==> src/rtl/mem_responder.sv <==
// mem_responder
//   Memory-side responder for the core's 8-bit-address / 16-bit-data bus.
//   Owns a DEPTH x DATA_W RAM and a boot sequencer with three states:
//     CLEAR - zero every word, one per cycle (DEPTH cycles)
//     LOAD  - accept a program image over the load port, word i -> mem[i]
//     RUN   - release the core (cpu_hold low) and serve its reads/writes
//
//   Optional feature (compile-time macro MEM_RESPONDER_WRITE_PROTECT_EN):
//     in RUN, core writes below words_loaded are dropped and set the sticky
//     prot_violation flag. Without the macro every core write lands and
//     prot_violation is tied low.
//
//   Ports
//     clock, reset     : system clock, asynchronous active-high reset
//     cpu_address      : core address (combinational from the core)
//     cpu_write        : core write enable, sampled at posedge
//     cpu_data_in      : core write data
//     cpu_data_out     : read data, mem[registered address]; 0 outside RUN
//     cpu_hold         : 1 = core held, 0 = core runs
//     load_valid/ready : load handshake (see below)
//     load_data        : image word
//     load_last        : marks the final image word
//     words_loaded     : number of image words written (0..DEPTH)
//     prot_violation   : sticky write-protect violation flag
//
//   Load handshake: a word transfers on every rising clock edge where
//   load_valid and load_ready are both high. load_ready is high for the
//   whole LOAD state and never depends on load_valid; the loader may hold
//   load_valid low for any number of cycles without losing state.
//
//   DEPTH must equal 2**ADDR_W so addresses wrap with no out-of-range case.

module mem_responder #(
    parameter int DATA_W = 16,
    parameter int ADDR_W = 8,
    parameter int DEPTH  = 256
) (
    input  logic              clock,
    input  logic              reset,
    input  logic [ADDR_W-1:0] cpu_address,
    input  logic              cpu_write,
    input  logic [DATA_W-1:0] cpu_data_in,
    output logic [DATA_W-1:0] cpu_data_out,
    output logic              cpu_hold,
    input  logic              load_valid,
    output logic              load_ready,
    input  logic [DATA_W-1:0] load_data,
    input  logic              load_last,
    output logic [ADDR_W:0]   words_loaded,
    output logic              prot_violation
);

    typedef enum logic [1:0] {
        ST_CLEAR = 2'd0,
        ST_LOAD  = 2'd1,
        ST_RUN   = 2'd2
    } state_t;

    state_t              state_q, state_d;
    logic [ADDR_W-1:0]   clr_ptr_q;
    logic [ADDR_W-1:0]   addr_q;
    logic [ADDR_W:0]     words_loaded_q;
    logic                load_accept;

    // Single RAM write port, shared by the clear sweep, the loader and the core.
    logic                mem_we;
    logic [ADDR_W-1:0]   mem_waddr;
    logic [DATA_W-1:0]   mem_wdata;
    logic [DATA_W-1:0]   mem [DEPTH];

`ifdef MEM_RESPONDER_WRITE_PROTECT_EN
    logic                cpu_wr_blocked;
    logic                prot_q;
`endif

    // Next-state, handshake and RAM write-port control.
    always_comb begin
        state_d     = state_q;
        cpu_hold    = 1'b1;
        load_ready  = 1'b0;
        load_accept = 1'b0;
        mem_we      = 1'b0;
        mem_waddr   = clr_ptr_q;
        mem_wdata   = '0;
`ifdef MEM_RESPONDER_WRITE_PROTECT_EN
        cpu_wr_blocked = 1'b0;
`endif
        case (state_q)
            ST_CLEAR: begin
                mem_we    = 1'b1;
                mem_waddr = clr_ptr_q;
                if (clr_ptr_q == ADDR_W'(DEPTH - 1)) begin
                    state_d = ST_LOAD;
                end
            end
            ST_LOAD: begin
                load_ready = 1'b1;
                mem_waddr  = words_loaded_q[ADDR_W-1:0];
                mem_wdata  = load_data;
                if (load_valid) begin
                    load_accept = 1'b1;
                    mem_we      = 1'b1;
                    // The word being accepted is the last one either when the
                    // loader says so or when it fills the final RAM slot.
                    if (load_last || (words_loaded_q[ADDR_W-1:0] == {ADDR_W{1'b1}})) begin
                        state_d = ST_RUN;
                    end
                end
            end
            ST_RUN: begin
                cpu_hold  = 1'b0;
                mem_waddr = cpu_address;
                mem_wdata = cpu_data_in;
`ifdef MEM_RESPONDER_WRITE_PROTECT_EN
                if (cpu_write) begin
                    if ({1'b0, cpu_address} < words_loaded_q) begin
                        cpu_wr_blocked = 1'b1;
                    end else begin
                        mem_we = 1'b1;
                    end
                end
`else
                mem_we = cpu_write;
`endif
            end
            default: begin
                state_d = ST_CLEAR;
            end
        endcase
    end

    // Control registers; RAM contents are deliberately not reset.
    always_ff @(posedge clock or posedge reset) begin
        if (reset) begin
            state_q        <= ST_CLEAR;
            clr_ptr_q      <= '0;
            words_loaded_q <= '0;
            addr_q         <= '0;
        end else begin
            state_q <= state_d;
            if (state_q == ST_CLEAR) begin
                clr_ptr_q <= clr_ptr_q + 1'b1;
            end
            if (load_accept) begin
                words_loaded_q <= words_loaded_q + 1'b1;
            end
            // Address only tracks the core once it runs, so the first fetch
            // after release reads address 0.
            if (state_q == ST_RUN) begin
                addr_q <= cpu_address;
            end
        end
    end

`ifdef MEM_RESPONDER_WRITE_PROTECT_EN
    always_ff @(posedge clock or posedge reset) begin
        if (reset) begin
            prot_q <= 1'b0;
        end else if (cpu_wr_blocked) begin
            prot_q <= 1'b1;
        end
    end
    assign prot_violation = prot_q;
`else
    assign prot_violation = 1'b0;
`endif

    always_ff @(posedge clock) begin
        if (mem_we) begin
            mem[mem_waddr] <= mem_wdata;
        end
    end

    // Read through the registered address: a write to the same address at
    // the same edge is visible here in the following cycle.
    assign cpu_data_out = (state_q == ST_RUN) ? mem[addr_q] : '0;
    assign words_loaded = words_loaded_q;

endmodule

==> config.mk <==
export PLATFORM = sky130hd
export DESIGN_NAME = mem_responder
export DESIGN_NICKNAME = d
export VERILOG_FILES = /design/src/rtl/mem_responder.sv
export SDC_FILE = /design/constraint.sdc
export NUM_CORES = 2
export LEC_CHECK = 0
export CAP_MARGIN = 40
export CELL_PAD_IN_SITES_DETAIL_PLACEMENT = 1
export CELL_PAD_IN_SITES_GLOBAL_PLACEMENT = 1
export CORE_ASPECT_RATIO = 0.6
export CORE_UTILIZATION = 50
export CTS_BUF_LIST = sky130_fd_sc_hd__clkbuf_2 sky130_fd_sc_hd__clkbuf_4 sky130_fd_sc_hd__clkbuf_8
export CTS_CLUSTER_SIZE = 25
export DETAILED_ROUTE_END_ITERATION = 12
export GPL_ROUTABILITY_DRIVEN = 0
export PLACE_DENSITY = 0.77
export REMOVE_ABC_BUFFERS = 1
export SETUP_SLACK_MARGIN = 0.2
export SYNTH_ARGS = -nofsm -noshare
export SYNTH_HDL_FRONTEND = slang
export SYNTH_SLANG_ARGS = --single-unit
==> constraint.sdc <==
create_clock -name clock -period 9.4 [get_ports clock]
set_input_delay 1.88 -clock clock [delete_from_list [all_inputs] [get_ports clock]]
set_output_delay 1.88 -clock clock [all_outputs]
set_load 0.05 [all_outputs]
Word-level counts from Yosys, hierarchy flattened
Memories as Yosys holds them, arrays and structs flattened.
Cells that the tools add are included.
{"block": "totals", "elab_cells": 32, "out_inout_bits": 28, "mem_count": 1, "inputBits": 45, "ff_bits": 27, "mem_bits_rw": 4096}
{"name": "mem", "depth": 256, "word_bits": 16, "read_ports": 1, "rd_clocked_by_memory_dff": 0, "write_ports": 1, "line": "69", "source": "logic [DATA_W-1:0] mem [DEPTH];"}
{"block": "op_classes", "reduce_logical": 3, "n_mux": 14, "eq_ne": 7, "add_sub_neg": 2, "bitwise_logic": 1}
{"cell": "16-bit case mux with 2 select lines", "n": 1}
{"cell": "8-bit equality test, second input constant", "n": 2}
{"cell": "16-bit two-way mux", "n": 1}
{"cell": "8-bit case mux with 2 select lines", "n": 1}
{"cell": "9-bit by 1-bit adder with 9-bit output, second input constant", "n": 1}
{"cell": "8-bit by 1-bit adder with 8-bit output, second input constant", "n": 1}
{"cell": "1-bit two-way mux", "n": 6}
{"cell": "2-bit two-way mux", "n": 3}
{"cell": "2-bit != test, second input constant", "n": 3}
{"cell": "2-bit case mux with 3 select lines", "n": 1}
{"cell": "4-bit AND reduction", "n": 1}
{"cell": "1-bit case mux with 3 select lines", "n": 1}
{"cell": "2-bit by 1-bit equality test with 1-bit output, second input constant", "n": 1}
{"cell": "2-bit equality test, second input constant", "n": 1}
{"cell": "2-bit logical NOT", "n": 1}
{"cell": "1-bit logical OR", "n": 1}
{"cell": "1-bit NOT", "n": 1}

Longest topological paths before layout
{"block": "depth", "depth_word": 5, "depth_mapped": 13, "depth_no_buf": 8}

Worst setup path after synthesis
OpenSTA, ideal clock, no wires.
{"block": "synth_path", "path_kind": "input to register", "startpoint": "input port load_data[14]", "endpoint": "memory mem[0][14], data pin", "arrival_time_ps": 8230, "setup_time_ps": 1456, "required_ps": 7944, "stages": 2, "setup_slack_ps": -286, "n_path_buf": 0, "cell_sequence": "a22oi_1 > nor2b_1"}
{"block": "synth_via", "elab_chain_len": 1}
{"item": "start, declared", "line": "47", "source": "input logic [DATA_W-1:0] load_data,"}
{"item": "16-bit case mux with 2 select lines", "line": "88", "source": "case (state_q)"}
{"item": "named net mem_wdata[14]", "line": "68", "source": "logic [DATA_W-1:0] mem_wdata;"}
{"item": "end, declared", "line": "69"}
The timed path passes the listed nets, and every way through them passes these cells.

Worst setup path in the final report
{"block": "layout_path", "startpoint": "register addr_q[1]", "endpoint": "output port cpu_data_out[7]"}
{"block": "layout_via", "elab_chain_len": 2}
{"item": "start, declared", "line": "61", "source": "logic [ADDR_W-1:0] addr_q;"}
{"item": "start signal, assigned", "line": "150", "source": "addr_q <= cpu_address;"}
{"item": "memory read 256 x 16 bit"}
{"item": "16-bit two-way mux", "line": "176", "source": "assign cpu_data_out = (state_q == ST_RUN) ? mem[addr_q] : '0;"}
{"item": "end, declared", "line": "43", "source": "output logic [DATA_W-1:0] cpu_data_out,"}
Every way passes these cells.

==> summary.md <==
| Metric | Value |
|---|---|
| Status | `finished clean` |
| Area of the multi-input gates | `33800 sq um` |
| Final Instance Count excl. Fillers | `12800` |
| Clock skew | `0.0614 ns` |
| Final Hold Viols | `0` |
| Num rows | `160` |
| Synth cell count leaders | `edfxtp_1, mux4_2, mux2i_1, nor2_1, o221ai_1` |
| Synth Warn # | `0` |
| Worst slew pin tran | `1.37 ns` |
| Maximum vdd ir drop | `152 uV` |
| Die Wd | `734 microns` |
| Initial drt markers | `14300` |
| Slowest stage delay, CP | `0.93 ns` |
| Final wirelength | `480000 microns` |
| Setup WS pre-CTS | `1.89 ns` |
| Slew headroom | `8.61%` |
| Die Span Y | `441 microns` |
| CTS buffer count | `573` |
| Worst path required time | `7.52 ns` |
| Worst path slowest cell | `clkdlybuf4s50_1` |
| Final period util | `96.2%` |
| Io pins | `73` |
| Reg area | `124000 sq um` |
| Largest net degree at the start of global routing | `256` |
| Buf/Inv on CP | `5` |
| Worst setup margin | `0.360 ns` |
| Global route total overflow | `0` |
| H-tree lvl count | `6` |
| Sequential cell area fraction in the yosys report | `77.0%` |
| RSZ-0062 raised after global routing | `false` |
| Vias in the first global route | `86600` |
| Longest Clk Path Bufs | `4` |
| Top-area cell type share of the netlist area | `76.6%` |
| Initial antenna violation count | `27` |
| Clk Latency, worst-skew pair | `1.10 ns` |
| Synth Cell Area | `161000 sq um` |
| Initial Utilization | `50.5%` |
| Area grow syn2layout | `11.6%` |
| Worst hold path class | `flip-flop to flip-flop` |
| Count leader, synth | `edfxtp_1` |
| CTS resizes | `0` |
| Setup crit end kind | `output port` |
| Avg Inst Size Synth | `21.6 sq um` |
| Clock transition at path regs | `0.07 ns` |
| Async SR Flop Fraction | `0.655%` |
| DR pass1 iterations | `8` |
| Primary FF master, synth | `edfxtp_1` |
| Critical path's most frequent cell | `buf_4` |
| Startpoint types | `flip-flop` |
| Synth top area cells | `edfxtp_1, mux4_2, mux2i_1, mux4_1, o221ai_1` |
| Clock root buffer | `clkbuf_8` |
| Fin crit period | `9.04 ns` |
| Slew Viols, Final | `0` |
| Area leader, netlist | `edfxtp_1` |
| Gr usage total | `29.1%` |
| Hpwl dp | `289000 microns` |
| Placed cells | `11800` |
| Yosys reg bits | `4123` |
| Core Area | `318000 sq um` |
| CP Class | `flip-flop to output port` |
| Die ar. | `324000 sq um` |
| Routed vias/inst | `6.71` |
| Fraction of layout cells with a size suffix above 1 | `25.7%` |
| Post-Route Utilization | `56.3%` |
| Cells after Synth | `7447` |
| Fmax | `111 MHz` |
| Port Buffer Count | `71` |
| Max_cap viols | `0` |
| Antenna viol nets, final | `0` |
| Data arrival time of the critical path | `7.16 ns` |
| Cell Pwr Density | `187 nW/um^2` |
| Total power | `33.5 mW` |
| M1 WL | `183000 microns` |
| Static Leakage | `43.2 nW` |
| Via count | `85800` |
| Post-route DRC | `0` |
| Avg WL per Cell | `37.5 microns` |
| Fill cells | `27400` |
| First-pass GRT wire length | `664000 microns` |
| Setup repair bufs after CTS | `0` |
| CTS tree | `done` |
| DR WL met3 | `74100 microns` |
| Hold buffers post-CTS | `0` |
| Worst-path cell chain | `buf_16 > nand2b_4 > buf_4 > buf_4 > o221ai_1 > o22ai_1 > o21ai_1 > buf_4 > nand4_1 > o31ai_1 > clkdlybuf4s50_1` |
| Crit path max-delay family | `buffers and inverters` |
| Post-synth cell types | `63` |
| # setup viols final | `0` |
| Crit Path Max Fanout | `42` |
| Fin nets | `8214` |
| Top Layer Used | `met5` |
| WL met2 | `207000 microns` |
| EDFF count, synth | `4096` |
| Clk sinks | `4123` |
## report_power, final
group | leakage [nW] | internal (mW) | switching [mW]
clock | 5.61 | 6.73 | 6.88
combinational | 8.98 | 0.0165 | 0.00814
sequential | 28.6 | 19.9 | 0
## per-layer routing
metal	GRT usage, %	up-vias
met2	41.5	6601
met3	11.0	918
met1	41.9	45300
li1	-	33000
met4	9.04	16
met5	0	-
## layout make-up
| class | count | share of cell area, % |
|---|---|---|
| clock inverters | 205 | 0.609 |
| well taps | 4212 | 2.94 |
| diodes | 17 | 0.0237 |
| inverters | 17 | 0.0398 |
| flip-flops and latches | 4123 | 69.0 |
| multi-input cells | 2863 | 18.9 |
| clock buffers | 774 | 5.32 |
| repair buffers | 584 | 3.18 |
## final timing paths
check / start / end / slack [ns] / cells after the start
worst min-delay path: words_loaded[8] / words_loaded[8] / 0.47 / 1
max in group asynchronous: reset / addr_q[2] / 7.91 / 3
min in group asynchronous: reset / clr_ptr_q[4] / 1.16 / 3
worst min register to register: words_loaded[8] / words_loaded[8] / 0.47 / 1
worst max-delay path: addr_q[1] / cpu_data_out[7] / 0.36 / 11
worst max register to register: state_q[0] / mem[166][9] / 5.14 / 9
## state kept, by name, summed over array words and instances (netlist names)
signal	cells
mem	4096
words_loaded	9
addr_q	8
clr_ptr_q	8
state_q	2
## worst register-to-register path, delay by kind of cell, from the launching register on
kind                       cells  cell delay, ns
DFF                            1            0.45
buffers and inverters          3            0.59
adders and majority gates      1            0.22
AOI/OAI and AO/OA              2            0.57
and+or+nand+nor                3            2.13
## cells in the final DEF, fill, tap and decap left out, types with 128 or more instances in the layout
master / instances
a21oi_1: 143
buf_4: 402
clkbuf_4: 180
clkbuf_8: 594
clkinv_1: 128
edfxtp_1: 4096
mux2i_1: 492
mux4_2: 724
nor2_1: 330
o221ai_1: 190
o22ai_1: 160
## metrics by stage
step	cell area [sq um]	setup TNS (ns)	hold slack, ns
3_5_place_dp	168000	0	0.467
3_3_place_gp	167000	0	0.455
5_1_grt	179000	0	0.501
2_1_floorplan	157000	-1748.37	0.456
6_report	179000	0	0.471
4_1_cts	179000	0	0.478
## cell families (layout without fill, tap and decap cells)
group           after synthesis  count (layout)  share of synthesized area [%]
buf+inv                     461            1580                           2.18
fa+ha+maj                     7               7                         0.0545
other cells                   1              18                        0.00233
mux                        1354            1354                           15.3
xor+xnor                     15              15                         0.0818
simple gates                644             644                           1.72
compound gates              842             842                           3.68
flops                      4123            4123                           77.0
Note: power is estimated with default switching activity, not from simulation.
